<file path="src/rtl/alu_issue_ctrl.sv">
// Single-issue controller for a combinational ALU: reads two operands from a small
// register file, feeds the ALU for one cycle, then writes the result back.
module alu_issue_ctrl #(
  parameter int DATA_W = 16,
  parameter int NREGS  = 8
) (
  input  logic              clk,
  input  logic              rst,
  input  logic              instr_valid,
  output logic              instr_ready,
  input  logic [15:0]       instr,
  output logic [2:0]        alu_op,
  output logic [DATA_W-1:0] alu_in0,
  output logic [DATA_W-1:0] alu_in1,
  input  logic [DATA_W-1:0] alu_out,
  output logic              res_valid,
  output logic [DATA_W-1:0] res_data,
  output logic [2:0]        res_rd,
  input  logic              ld_en,
  input  logic [2:0]        ld_addr,
  input  logic [DATA_W-1:0] ld_data,
  output logic [1:0]        dbg_state
);

  typedef enum logic [1:0] {
    IDLE = 2'd0,
    EXEC = 2'd1,
    WB   = 2'd2
  } state_t;

  state_t state_q;
  state_t state_d;

  logic [DATA_W-1:0] regs [NREGS];
  logic [2:0]        rd_q;
  logic              accept;
  logic [2:0]        f_op;
  logic [2:0]        f_rd;
  logic [2:0]        f_rs0;
  logic [2:0]        f_rs1;
  logic [DATA_W-1:0] rd0_val;
  logic [DATA_W-1:0] rd1_val;

  // Handshake: an instruction transfers on a rising edge where instr_valid and
  // instr_ready are both high; instr_ready never depends on instr_valid, and an
  // instruction offered while instr_ready is low is dropped, not queued.
  assign instr_ready = (state_q == IDLE) && !rst;
  assign accept      = instr_valid && instr_ready;

  assign f_op  = instr[15:13];
  assign f_rd  = instr[12:10];
  assign f_rs0 = instr[9:7];
  assign f_rs1 = instr[6:4];

  // R0 is hardwired to zero on the read side; its storage is never written.
  assign rd0_val = (f_rs0 == 3'd0) ? '0 : regs[f_rs0];
  assign rd1_val = (f_rs1 == 3'd0) ? '0 : regs[f_rs1];

  assign dbg_state = state_q;

  always_comb begin
    state_d = state_q;
    case (state_q)
      IDLE:    if (accept) state_d = EXEC;
      EXEC:    state_d = WB;
      WB:      state_d = IDLE;
      default: state_d = IDLE;
    endcase
  end

  always_ff @(posedge clk) begin
    if (rst) begin
      state_q   <= IDLE;
      alu_op    <= '0;
      alu_in0   <= '0;
      alu_in1   <= '0;
      rd_q      <= '0;
      res_valid <= 1'b0;
      res_data  <= '0;
      res_rd    <= '0;
      for (int i = 0; i < NREGS; i++) regs[i] <= '0;
    end else begin
      state_q   <= state_d;
      res_valid <= 1'b0;
      if (accept) begin
        alu_op  <= f_op;
        alu_in0 <= rd0_val;
        alu_in1 <= rd1_val;
        rd_q    <= f_rd;
      end
      if (ld_en && (ld_addr != 3'd0)) regs[ld_addr] <= ld_data;
      // Writeback is assigned after the preload so it wins on a same-register collision.
      if (state_q == EXEC) begin
        res_valid <= 1'b1;
        res_data  <= alu_out;
        res_rd    <= rd_q;
        if (rd_q != 3'd0) regs[rd_q] <= alu_out;
      end
    end
  end

endmodule

</file>
<file path="config.mk">
export PLATFORM = sky130hd
export DESIGN_NAME = alu_issue_ctrl
export DESIGN_NICKNAME = d
export VERILOG_FILES = /design/src/rtl/alu_issue_ctrl.sv
export SDC_FILE = /design/constraint.sdc
export NUM_CORES = 1
export LEC_CHECK = 0
export ABC_AREA = 1
export CAP_MARGIN = 5
export CORE_MARGIN = 2
export CORE_UTILIZATION = 50
export CTS_CLUSTER_SIZE = 40
export DETAILED_ROUTE_END_ITERATION = 8
export GPL_TIMING_DRIVEN = 0
export PLACE_DENSITY = 0.81
export SYNTH_ARGS = -nofsm -noshare
export SYNTH_HDL_FRONTEND = slang
export SYNTH_SLANG_ARGS = --single-unit
</file>
<file path="constraint.sdc">
create_clock -name clk -period 1.8 [get_ports clk]
set_input_delay 0.36 -clock clk [delete_from_list [all_inputs] [get_ports clk]]
set_output_delay 0.36 -clock clk [all_outputs]
set_load 0.02 [all_outputs]
</file>
==> qor.yml <==
outcome:
  status: "completed"
floorplan:
  fp-row-count: 49
  die_w_um: 139
  fp.coreArea_um2: 17900
  die_area_um2: 19300
  start_util_pct: 50.8
  die-height_um: 139
  pin_count: 113
clocking:
  clockRootBuffer: "clkbuf_16"
  cts_sinks: 172
  path_clk_slew_ps: 80
  cts_htree_levels: 4
  cts_buffers: 17
  clk_path_buf_depth: 2
  cts_tree: "done"
  insertion_delay_ps: 450
route:
  drc: 0
  finalWirelength_um: 36000
  vias_per_cell: 6.08
  via_count: 9296
  wl_per_cell_um: 23.6
  initialDrtViolationCount: 1603
  ant_nets: 0
  first_pass_iters: 7
timing:
  min_period_over_period_pct: 99.0
  hold_ws_ps: 358
  slew_viol_final: 0
  setup_violations: 0
  layout_setup_ws_ps: 17.9
  relSlewSlack_pct: 50.0
  fin_crit_ps: 1780
  timing.fmax_mhz: 561
  finalHoldViolCount: 0
  worst_pin_slew_ps: 750
  skew_ps: 13.6
  tns_ps: 0
global_route:
  grt.total_usage_pct: 36.8
  grt_pass1_wl_um: 52500
  antenna_found_initial: 0
  grt_pass1_vias: 8359
  grt_max_degree: 20
  overflow: 0
critical_path:
  crit_family: "buffers and inverters"
  crit_path_max_incr_delay_ps: 620
  path_buf_inv: 1
  start_kind: "flip-flop"
  cp_cell_sequence: "clkdlybuf4s50_1"
  end_kind: "output pin"
  cp.required_ps: 1440
  crit_path_max_fanout: 2
  worstSetupPathType: "flip-flop to output pin"
  cp.arrival_ps: 1420
  crit_slowest_cell: "clkdlybuf4s50_1"
synthesis:
  yosys_warnings: 0
  synth_largest_area_cell: "edfxtp_1"
  synth-edff-count: 112
  yosys_register_bits: 172
  netlist_area_um2: 9100
  ys_seq_area_share_pct: 50.2
  synthFlopType: "edfxtp_1"
  syn_inst: 1140
  async_flop_share_pct: 0
  synth_area_leaders: "edfxtp_1 (37%), dfxtp_1 (13%), nand2_1 (12%)"
  synth_cell_types: 28
  syn-num-nets: 1195
  synth_top_area_share_pct: 37.0
  avgSynthCellArea_um2: 7.98
min_path:
  hp-class: "input pin to flip-flop"
cells_and_area:
  antennaDiodeCount: 0
  final_cell_mix: "nand2_1 (288), nand3_1 (210), o21ai_0 (120), edfxtp_1 (112)"
  layout_commonest_cell: "nand2_1"
  final_area_um2: 11400
  drive_gt1_share_pct: 11.7
  final_nets: 1342
  area_growth_pct: 25.2
  final_cell_count_no_fill: 1529
  n_fill_cell: 1569
placement:
  placed_area_um2: 10500
  pre_cts_slack_ps: -1090
  portBuffers: 104
  place_hpwl_um: 26700
  gp_congestion: 0.977
  dp_cells: 1473
power_and_ir_drop:
  leakage_nw: 4.68
  ir_worst_vdd_mv: 0.707
  powerDensity_nw_per_um2: 876
flow_run:
  cap_violations: 0
## cells by family after synthesis
group / Yosys count / share of synthesized area, %
AND/OR/NAND/NOR: 553 / 27.9
AO/OA/AOI/OAI: 234 / 13.4
buffers and inverters: 181 / 8.53
flip-flops: 172 / 50.2
## Yosys cell counts, types with 4 or more instances
cell,n
a21oi_1,68
buf_2,42
buf_4,5
clkbuf_1,24
dfxtp_1,60
edfxtp_1,112
inv_1,98
inv_2,4
nand2_1,292
nand3_1,211
nand4_2,5
nor2_1,26
nor2_4,6
o21ai_0,120
o21ai_1,12
o22ai_1,32
## worst paths after layout
check / from / endpoint / slack (ps) / cells after the start
min: instr[8] / alu_in0[12] / 360 / 5
max: alu_in0[12] / alu_in0[12] / 20 / 1
max reg2reg: dbg_state[1] / regs[3][11] / 40 / 6
min reg2reg: alu_in0[4] / alu_in0[4] / 470 / 2
## registers in the layout, indices dropped and copies added, names as in the netlist
| name | count |
|---|---|
| alu_in0 | 16 |
| res_data | 16 |
| rd_q | 3 |
| regs | 112 |
| alu_op | 3 |
| dbg_state | 2 |
| res_valid | 1 |
| alu_in1 | 16 |
| res_rd | 3 |
## per-layer routing
| layer | part of all wire [%] | vias to the layer above | global-route usage (%) |
|---|---|---|---|
| met4 | 4.7 | 0 | 14.7 |
| li1 | - | 4180 | - |
| met2 | 45 | 720 | 57.9 |
| met1 | 38 | 4269 | 49.2 |
| met5 | 0 | - | 0 |
| met3 | 12 | 127 | 9.19 |
## cell type report
cell class / count / area [um^2] / share of cell area [%]
Tap cell: 229 / 287 / 2.52
Buffer: 78 / 435 / 3.82
Sequential cell: 172 / 4570 / 40.1
Timing Repair Buffer: 126 / 1230 / 10.8
Inverter: 102 / 387 / 3.40
Clock buffer: 17 / 425 / 3.74
Clock inverter: 15 / 196 / 1.73
Multi-Input combinational cell: 790 / 3860 / 33.9
## through the flow
step,power (mW),utilization [%]
floorplan,5.33,-
global placement,6.02,58.6
detailed placement,6.03,58.6
CTS,9.88,62.8
global route,10.2,63.6
finish,9.97,63.6
## repair_timing
action / CTS / global route
cloned: 3 / 1
gates resized for setup: 26 / 14
pin swaps: 9 / 2
endpoints found under the setup margin: 149 / 126
buffers inserted: 9 / 12
hold buffers: 0 / 0
## power by group
part           total, mW  internal, mW  switching (mW)
clock network       3.93          2.02            1.91
registers           4.55          4.40           0.152
logic               1.49         0.503           0.987
(Power assumes the default switching activity.)
